===== config.mk =====
export PLATFORM = sky130hd
export DESIGN_NAME = preset_countdown_fsm_flat
export DESIGN_NICKNAME = d
export VERILOG_FILES = /design/src/rtl/preset_countdown_fsm_if.sv /design/src/rtl/preset_countdown_fsm.sv /design/src/flat_wrapper.sv
export SDC_FILE = /design/constraint.sdc
export NUM_CORES = 1
export LEC_CHECK = 0
export BUFFER_PORTS_ARGS = -buffer_cell sky130_fd_sc_hd__clkbuf_2
export CORE_ASPECT_RATIO = 0.75
export CORE_MARGIN = 1.5
export CORE_UTILIZATION = 55
export DETAILED_ROUTE_END_ITERATION = 10
export PLACE_DENSITY_LB_ADDON = 0.08
export SETUP_SLACK_MARGIN = 0.1
export SYNTH_ARGS = -nofsm -noshare
export SYNTH_HDL_FRONTEND = slang
export SYNTH_SLANG_ARGS = --single-unit
export TNS_END_PERCENT = 1

===== constraint.sdc =====
create_clock -name clk -period 2.8 [get_ports clk]
set_input_delay 0.56 -clock clk [delete_from_list [all_inputs] [get_ports clk]]
set_output_delay 0.56 -clock clk [all_outputs]
set_load 0.01 [all_outputs]

===== src/rtl/preset_countdown_fsm_if.sv =====
// rtl/preset_countdown_fsm_if.sv - button/tick inputs and BCD display outputs of the preset countdown
interface preset_countdown_fsm_if;
  logic       mode_pressed;
  logic       start_pressed;
  logic       tick;
  logic [1:0] mode_idx;
  logic [3:0] value_digit0;
  logic [3:0] value_digit1;
  logic [3:0] value_digit2;
  logic       running;
  logic       done;

  modport master (
    output mode_pressed, start_pressed, tick,
    input  mode_idx, value_digit0, value_digit1, value_digit2, running, done
  );

  modport slave (
    input  mode_pressed, start_pressed, tick,
    output mode_idx, value_digit0, value_digit1, value_digit2, running, done
  );
endinterface


===== src/rtl/preset_countdown_fsm.sv =====
// rtl/preset_countdown_fsm.sv - selectable BCD preset with start/pause countdown on a 1 Hz tick
module preset_countdown_fsm #(
  parameter int          NUM_MODES = 4,
  parameter logic [11:0] PRESET_0  = 12'h030,
  parameter logic [11:0] PRESET_1  = 12'h060,
  parameter logic [11:0] PRESET_2  = 12'h090,
  parameter logic [11:0] PRESET_3  = 12'h120
) (
  input logic                  clk,
  input logic                  rst_p,
  preset_countdown_fsm_if.slave bus
);

  typedef enum logic [1:0] {S_IDLE, S_RUN, S_PAUSE, S_DONE} state_t;

  state_t      state_q;
  logic [1:0]  mode_idx_q;
  logic [11:0] count_q;
  logic        running_q;
  logic        done_q;

  logic [1:0]  mode_inc_d;
  logic [11:0] count_dec_d;

  function automatic logic [11:0] preset_of(input logic [1:0] idx);
    case (idx)
      2'd0:    preset_of = PRESET_0;
      2'd1:    preset_of = PRESET_1;
      2'd2:    preset_of = PRESET_2;
      default: preset_of = PRESET_3;
    endcase
  endfunction

  assign mode_inc_d = (mode_idx_q == 2'(NUM_MODES - 1)) ? 2'd0 : mode_idx_q + 2'd1;

  // RUN never holds 000, so the hundreds borrow cannot wrap below zero.
  always_comb begin
    count_dec_d = count_q;
    if (count_q[3:0] != 4'd0) begin
      count_dec_d[3:0] = count_q[3:0] - 4'd1;
    end else begin
      count_dec_d[3:0] = 4'd9;
      if (count_q[7:4] != 4'd0) begin
        count_dec_d[7:4] = count_q[7:4] - 4'd1;
      end else begin
        count_dec_d[7:4]  = 4'd9;
        count_dec_d[11:8] = count_q[11:8] - 4'd1;
      end
    end
  end

  always_ff @(posedge clk) begin
    if (rst_p) begin
      state_q    <= S_IDLE;
      mode_idx_q <= 2'd0;
      count_q    <= PRESET_0;
      running_q  <= 1'b0;
      done_q     <= 1'b0;
    end else begin
      case (state_q)
        S_IDLE: begin
          if (bus.start_pressed) begin
            if (count_q != 12'h000) begin
              state_q   <= S_RUN;
              running_q <= 1'b1;
            end else begin
              state_q <= S_DONE;
              done_q  <= 1'b1;
            end
          end else if (bus.mode_pressed) begin
            mode_idx_q <= mode_inc_d;
            count_q    <= preset_of(mode_inc_d);
          end
        end
        S_RUN: begin
          if (bus.tick) begin
            count_q <= count_dec_d;
            if (count_dec_d == 12'h000) begin
              state_q   <= S_DONE;
              running_q <= 1'b0;
              done_q    <= 1'b1;
            end else if (bus.start_pressed) begin
              state_q   <= S_PAUSE;
              running_q <= 1'b0;
            end
          end else if (bus.start_pressed) begin
            state_q   <= S_PAUSE;
            running_q <= 1'b0;
          end
        end
        S_PAUSE: begin
          if (bus.start_pressed) begin
            state_q   <= S_RUN;
            running_q <= 1'b1;
          end else if (bus.mode_pressed) begin
            state_q <= S_IDLE;
            count_q <= preset_of(mode_idx_q);
          end
        end
        S_DONE: begin
          if (bus.start_pressed) begin
            state_q <= S_IDLE;
            done_q  <= 1'b0;
            count_q <= preset_of(mode_idx_q);
          end else if (bus.mode_pressed) begin
            state_q    <= S_IDLE;
            done_q     <= 1'b0;
            mode_idx_q <= mode_inc_d;
            count_q    <= preset_of(mode_inc_d);
          end
        end
        default: begin
          state_q   <= S_IDLE;
          running_q <= 1'b0;
          done_q    <= 1'b0;
        end
      endcase
    end
  end

  assign bus.mode_idx     = mode_idx_q;
  assign bus.value_digit0 = count_q[3:0];
  assign bus.value_digit1 = count_q[7:4];
  assign bus.value_digit2 = count_q[11:8];
  assign bus.running      = running_q;
  assign bus.done         = done_q;

endmodule


===== src/flat_wrapper.sv =====
// flat-port wrapper written by rule: the top's interface ports become plain ports
module preset_countdown_fsm_flat 
#(
  parameter int          NUM_MODES = 4,
  parameter logic [11:0] PRESET_0  = 12'h030,
  parameter logic [11:0] PRESET_1  = 12'h060,
  parameter logic [11:0] PRESET_2  = 12'h090,
  parameter logic [11:0] PRESET_3  = 12'h120
)
  (clk, rst_p, bus_mode_pressed, bus_start_pressed, bus_tick, bus_mode_idx, bus_value_digit0, bus_value_digit1, bus_value_digit2, bus_running, bus_done);
  preset_countdown_fsm_if bus_i ();
  input logic clk;
  input logic rst_p;
  input wire logic [$bits(bus_i.mode_pressed)-1:0] bus_mode_pressed;
  input wire logic [$bits(bus_i.start_pressed)-1:0] bus_start_pressed;
  input wire logic [$bits(bus_i.tick)-1:0] bus_tick;
  output wire logic [$bits(bus_i.mode_idx)-1:0] bus_mode_idx;
  output wire logic [$bits(bus_i.value_digit0)-1:0] bus_value_digit0;
  output wire logic [$bits(bus_i.value_digit1)-1:0] bus_value_digit1;
  output wire logic [$bits(bus_i.value_digit2)-1:0] bus_value_digit2;
  output wire logic [$bits(bus_i.running)-1:0] bus_running;
  output wire logic [$bits(bus_i.done)-1:0] bus_done;
  assign bus_i.mode_pressed = bus_mode_pressed;
  assign bus_i.start_pressed = bus_start_pressed;
  assign bus_i.tick = bus_tick;
  assign bus_mode_idx = bus_i.mode_idx;
  assign bus_value_digit0 = bus_i.value_digit0;
  assign bus_value_digit1 = bus_i.value_digit1;
  assign bus_value_digit2 = bus_i.value_digit2;
  assign bus_running = bus_i.running;
  assign bus_done = bus_i.done;
  preset_countdown_fsm #(.NUM_MODES(NUM_MODES), .PRESET_0(PRESET_0), .PRESET_1(PRESET_1), .PRESET_2(PRESET_2), .PRESET_3(PRESET_3)) u_core (.clk(clk), .rst_p(rst_p), .bus(bus_i));
endmodule

==> Word-level counts from Yosys, hierarchy flattened <==
Cells that the tools add are included.
{ "word_totals": {"ff_bits": 18, "inputBits": 5, "output_inout_bits": 16, "elab_cells": 79} }
{ "op_classes": {"add_sub_neg": 4, "eq_ne": 18, "mux": 37, "n_bitwise": 1, "n_reduce_logical": 14} }
{ "op_table": {"columns": ["cell", "count"], "rows": [
  ["$mux 12", 6],
  ["$pmux 9 s3", 2],
  ["$pmux 12 s4", 1],
  ["$mux 2", 9],
  ["$ne 2x2->1 const B", 7],
  ["$logic_not 12->1", 1],
  ["$mux 1", 12],
  ["$mux 4", 3],
  ["$reduce_bool 12->1", 1],
  ["$sub 4x1->4 const B", 3],
  ["$eq 2x2->1 const B", 5],
  ["$mux 8", 1],
  ["$pmux 2 s4", 1],
  ["$reduce_and 4->1", 2],
  ["$reduce_bool 4->1", 2],
  ["$eq 2x1->1 const B", 3],
  ["$logic_not 2->1", 3],
  ["$pmux 1 s3", 2],
  ["$reduce_and 6->1", 1],
  ["$reduce_bool 3->1", 2],
  ["$ne 2x1->1 const B", 2],
  ["$ne 3x3->1 const B", 1],
  ["$reduce_and 3->1", 1],
  ["$add 2x1->2 const B", 1],
  ["other kinds (2)", 2]
]} }

==> Logic depth before layout (Yosys ltp) <==
{ "logic_depth": {"word_depth": 7, "ltp_mapped": 7, "ltp_nobuf": 7} }

==> Least setup slack after synthesis <==
OpenSTA, ideal clock, no wires.
{ "synth_path": {"kind": "reg2reg", "start": "register u_core.count_q[8]", "end": "register u_core.running_q (netlist: u_core.bus.running)", "setup_time_ns": 0.116, "t_arrival_ns": 2.000, "required_ns": 2.684, "setup_slack_ns": 0.684, "path_stages_with_launch": 6, "n_path_buf": 0, "period_less_slack_ns": 2.116, "path_cell_list": "dfxtp_1 > inv_1 > ha_1 > or4_2 > a311o_2 > a41o_1"} }
{ "synth_via": {"elab_chain_len": 7, "word_cells_on_any_way": 10, "cone_classes": "add/sub: 1; eq/ne: 1; mux: 5; reduce/logical: 3"} }
{ "synth_lines": {"columns": ["item", "line", "source"], "rows": [
  ["from (decl)", "preset_countdown_fsm.sv:18", "logic [11:0] count_q;"],
  ["from (signal assigned)", "preset_countdown_fsm.sv:72", "count_q <= preset_of(mode_inc_d);"],
  ["from (signal assigned)", "preset_countdown_fsm.sv:77", "count_q <= count_dec_d;"],
  ["from (signal assigned)", "preset_countdown_fsm.sv:97", "count_q <= preset_of(mode_idx_q);"],
  ["$sub 4x1->4", "preset_countdown_fsm.sv:47", "count_dec_d[11:8] = count_q[11:8] - 4'd1;"],
  ["$mux 4", "preset_countdown_fsm.sv:43", "if (count_q[7:4] != 4'd0) begin"],
  ["$mux 8", "preset_countdown_fsm.sv:39", "if (count_q[3:0] != 4'd0) begin"],
  ["$logic_not 12->1", "preset_countdown_fsm.sv:78", "if (count_dec_d == 12'h000) begin"],
  ["$mux 1", "preset_countdown_fsm.sv:78", null],
  ["$mux 1", "preset_countdown_fsm.sv:76", "if (bus.tick) begin"],
  ["$pmux 1 s3", "preset_countdown_fsm.sv:60", "case (state_q)"],
  ["to (signal assigned)", "preset_countdown_fsm.sv:65", "running_q <= 1'b1;"],
  ["to (signal assigned)", "preset_countdown_fsm.sv:80", "running_q <= 1'b0;"],
  ["to (signal assigned)", "preset_countdown_fsm.sv:84", "running_q <= 1'b0;"],
  ["to (decl)", "preset_countdown_fsm.sv:19", "logic running_q;"]
]} }
Several ways; a longest one is shown, not always the timed one.
A chain may end at the register's enable or synchronous reset.

==> Final worst setup path <==
{ "layout_path": {"start": "register u_core.state_q[0]", "end": "register u_core.count_q[1]"} }
{ "layout_via": {"elab_chain_len": 3, "word_cells_on_any_way": 10, "cone_classes": "eq/ne: 7; mux: 1; reduce/logical: 2"} }
{ "layout_lines": {"columns": ["item", "line", "source"], "rows": [
  ["from (decl)", "preset_countdown_fsm.sv:16", "state_t state_q;"],
  ["from (signal assigned)", "preset_countdown_fsm.sv:54", "state_q <= S_IDLE;"],
  ["from (signal assigned)", "preset_countdown_fsm.sv:64", "state_q <= S_RUN;"],
  ["from (signal assigned)", "preset_countdown_fsm.sv:67", "state_q <= S_DONE;"],
  ["$eq 2x2->1, or another cell as far along", "preset_countdown_fsm.sv:60", null],
  ["$ne 2x2->1 (no line)", null, null],
  ["$reduce_and 4->1 (no line)", null, null]
]} }
Several ways; a longest one is shown, not always the timed one.

==> impl_table.tex <==
\begin{tabular}{lr}
\hline
Metric & Value \\
\hline
\multicolumn{2}{l}{\textbf{Outcome}} \\
Outcome & complete, no violations \\
\multicolumn{2}{l}{\textbf{Global route}} \\
GRT overflow & 0 \\
Largest net degree at the start of global routing & 20 \\
First-pass GRT wire length & 6913 µm \\
Overall global routing resource usage & 27.60\% \\
Vias in the first global route & 1373 \\
Antenna violations before repair & 0 \\
\multicolumn{2}{l}{\textbf{Yosys}} \\
Syn Std Cell Area & 1622 µm² \\
Flop and latch count out of synthesis & 18 \\
Synth top area share & 22.22\% \\
Share of flip-flops with an asynchronous set or reset after synthesis & 0\% \\
Yosys cell types & 59 \\
Most used standard cell by instance count after synthesis & sky130\_fd\_sc\_hd\_\_nor2\_1 \\
Sequential element share of the synthesized area & 22.22\% \\
Number of warnings reported in the yosys synthesis log & 0 \\
Average cell area after synthesis & 8.028 µm² \\
Post-synth EDFFs & 0 \\
Synthesized instance count & 202 \\
Synthesized net count & 220 \\
Cells taking the most area after synthesis & sky130\_fd\_sc\_hd\_\_dfxtp\_1 22\%, sky130\_fd\_sc\_hd\_\_ha\_1 10\%, sky130\_fd\_sc\_hd\_\_nor2\_1 5.1\% \\
Prevailing post-synth register cell & sky130\_fd\_sc\_hd\_\_dfxtp\_1 \\
Cell type contributing the most total cell area after synthesis & sky130\_fd\_sc\_hd\_\_dfxtp\_1 \\
Most frequent cells after synthesis & 22 x sky130\_fd\_sc\_hd\_\_nor2\_1, 18 x sky130\_fd\_sc\_hd\_\_dfxtp\_1, 14 x sky130\_fd\_sc\_hd\_\_a21oi\_1, 14 x sky130\_fd\_sc\_hd\_\_o21ai\_0, 13 x sky130\_fd\_sc\_hd\_\_ha\_1 \\
\multicolumn{2}{l}{\textbf{Critical path}} \\
Type of the worst setup path & reg2reg \\
Crit path capture type & register \\
Required time at the endpoint of the critical path & 2990 ps \\
Maximum fanout count along the critical path & 9 \\
Element type at the critical path start & register \\
CP arrival & 2710 ps \\
Setup slack of the most critical reg-to-reg path & 280 ps \\
\multicolumn{2}{l}{\textbf{STA}} \\
Worst slew margin relative to its limit & 66.94\% \\
Final Skew & 1.307 ps \\
Slew Limit Fails & 0 \\
Final clock period utilization by the worst path & 90.00\% \\
Worst slew pin tran & 494.0 ps \\
Setup repair after global routing missed its margin & false \\
Max frequency & 0.3968 GHz \\
Count of final setup violators & 0 \\
Final hold vios & 0 \\
Clock period minus final worst setup slack & 2520 ps \\
Final-layout setup total negative slack & 0 ps \\
\multicolumn{2}{l}{\textbf{Drt}} \\
DRT Pass-1 Iters & 5 \\
Iteration-0 DRC Markers & 258 \\
DRC violation count after routing & 0 \\
Routed Antenna Nets & 0 \\
Vias/cell & 6.537 \\
Final routed wire length divided by cell count & 16.75 µm \\
Count of vias placed by the detailed router & 1667 \\
Wirelength, routed & 4271 µm \\
\multicolumn{2}{l}{\textbf{Pwr}} \\
Switching power & 0.0007116 W \\
Lkg Pwr & 0.6940 nW \\
Cell internal power dissipation & 0.0007999 W \\
Power density of the placed cells & 857.4 nW/µm² \\
Switching share of power & 47.08\% \\
Proportion of power drawn by combinational gates & 57.6\% \\
Power share of the clock group & 14.9\% \\
Maximum VDD drop & 0.6943 mV \\
Reg power frac & 27.5\% \\
\multicolumn{2}{l}{\textbf{Clocking}} \\
CTS Root Buffer Type & sky130\_fd\_sc\_hd\_\_clkbuf\_8 \\
Maximum number of buffers from clock root to sink & 2 \\
PostCTS Resize Cnt & 0 \\
Number of clock sinks seen by CTS & 18 \\
Cts bufs inserted & 3 \\
CTS clock-pin slew for the worst setup and hold paths & 70 ps \\
Post-CTS Setup Bufs & 0 \\
H-tree depth & 1 \\
CTS tree & done \\
Worst skew pair latency & 260 ps \\
Hold-fix buffers at CTS & 0 \\
\multicolumn{2}{l}{\textbf{Floorplanning}} \\
Die Footprint & 3287 µm² \\
I/O Pins & 21 \\
Floorplan core area & 2703 µm² \\
Starting density of the core & 60.00\% \\
Die height & 50.03 µm \\
Floorplan row count & 16 \\
X dimension of the die & 65.70 µm \\
\multicolumn{2}{l}{\textbf{Cells and area}} \\
Number of antenna repair diodes & 0 \\
Area grow syn2layout & 8.719\% \\
Count of placed standard cells in the final layout, fillers left out & 255 \\
Core occupancy in the finished layout & 65.23\% \\
Nets@finish & 238 \\
Ratio of cells with drive above 1 in the final layout & 19.18\% \\
\multicolumn{2}{l}{\textbf{Job}} \\
Count of maximum capacitance violations & 0 \\
\multicolumn{2}{l}{\textbf{Worst hold path}} \\
Hold crit path type & reg2reg \\
\multicolumn{2}{l}{\textbf{Placement}} \\
Weighted congestion reported at the end of routability-driven placement & 0.8953 \\
Inst Count DP & 251 \\
Post-DP HPWL & 3112 µm \\
Port Buffer Count & 20 \\
\hline
\end{tabular}
==> worst max-delay path, cell delays in order, from the launching register on <==
cell                       delay [ps]
sky130_fd_sc_hd__dfxtp_1          420
sky130_fd_sc_hd__inv_1            120
sky130_fd_sc_hd__ha_1             300
sky130_fd_sc_hd__nor2b_1          160
sky130_fd_sc_hd__o22ai_1          350
sky130_fd_sc_hd__nand3b_1         350
sky130_fd_sc_hd__or4_1            560
sky130_fd_sc_hd__a21oi_1          180
==> registers in the layout, indices dropped and copies added (netlist names) <==
name                 count
u_core.state_q           2
u_core.bus.done          1
u_core.bus.running       1
u_core.count_q          12
u_core.bus.mode_idx      2
==> cells in the final DEF (no fill, tap or decap), types with 3 or more instances in the layout <==
cell,n
sky130_fd_sc_hd__nor2b_1,4
sky130_fd_sc_hd__o221a_2,3
sky130_fd_sc_hd__nand2b_1,6
sky130_fd_sc_hd__inv_1,12
sky130_fd_sc_hd__nand4_1,4
sky130_fd_sc_hd__nor4_1,3
sky130_fd_sc_hd__nor3b_1,3
sky130_fd_sc_hd__ha_1,13
sky130_fd_sc_hd__buf_4,4
sky130_fd_sc_hd__a211o_1,3
sky130_fd_sc_hd__nand3_1,3
sky130_fd_sc_hd__dfxtp_1,18
sky130_fd_sc_hd__o21ai_0,14
sky130_fd_sc_hd__a21oi_1,14
sky130_fd_sc_hd__o21a_1,3
sky130_fd_sc_hd__nor2_1,22
sky130_fd_sc_hd__nand2_1,6
sky130_fd_sc_hd__clkbuf_8,4
sky130_fd_sc_hd__or4_2,3
sky130_fd_sc_hd__nor3_1,7
sky130_fd_sc_hd__a31oi_1,4
sky130_fd_sc_hd__clkbuf_2,20
==> metal layers <==
| metal | part of all wire (%) | vias up | GRT usage (%) | wire length (µm) |
|---|---|---|---|---|
| met1 | 47 | 773 | 40.81 | 2015 |
| met4 | 1.2 | 0 | 6.250 | 51 |
| met3 | 8.4 | 8 | 6.164 | 360 |
| met2 | 43 | 83 | 40.40 | 1845 |
| li1 | - | 803 | - | - |
| met5 | 0 | - | 0 | 0 |
==> area by class of cell <==
class	instances	area, µm²
Clock buffer	4	55.05
Fill cell	242	939.7
Inverter	12	45.04
Multi-Input combinational cell	161	1127
Sequential cell	18	360.3
Tap cell	36	45.04
Timing Repair Buffer	24	130.1
==> power by group through the flow <==
stage          registers, W  clock network, W  logic [W]
3_3_place_gp       0.000413                 0   0.000831
5_1_grt            0.000428          0.000243   0.000961
2_1_floorplan      0.000418                 0   0.000623
4_1_cts            0.000413          0.000225   0.000854
3_5_place_dp       0.000420                 0   0.000845
6_report           0.000416          0.000225   0.000871
==> logic make-up after synthesis <==
logic type                 share of synthesized area, %
DFF                                               22.22
AOI/OAI and AO/OA                                 29.78
muxes                                             2.623
adders and majority gates                         10.03
and+or+nand+nor                                   27.08
buffers and inverters                             8.256
==> final timing paths <==
kind / depth (start not counted) / start / end
min: 1 / u_core.bus.running / u_core.bus.running
max: 7 / u_core.state_q[0] / u_core.count_q[1]
max reg2reg: 7 / u_core.state_q[0] / u_core.count_q[1]
min reg2reg: 1 / u_core.bus.running / u_core.bus.running
==> through the flow <==
stage / setup WS [ps] / instance area (µm²) / total power (W) / hold WS (ps)
global placement: 544.1 / 1708 / 0.001244 / 487.0
finish: 279.9 / 1763 / 0.001512 / 525.6
floorplan: 683.9 / 1622 / 0.001042 / 537.3
detailed placement: 384.4 / 1708 / 0.001265 / 509.7
CTS: 372.4 / 1763 / 0.001492 / 527.3
global route: 215.0 / 1763 / 0.001632 / 559.7
Power figures use the tool's default switching activity.
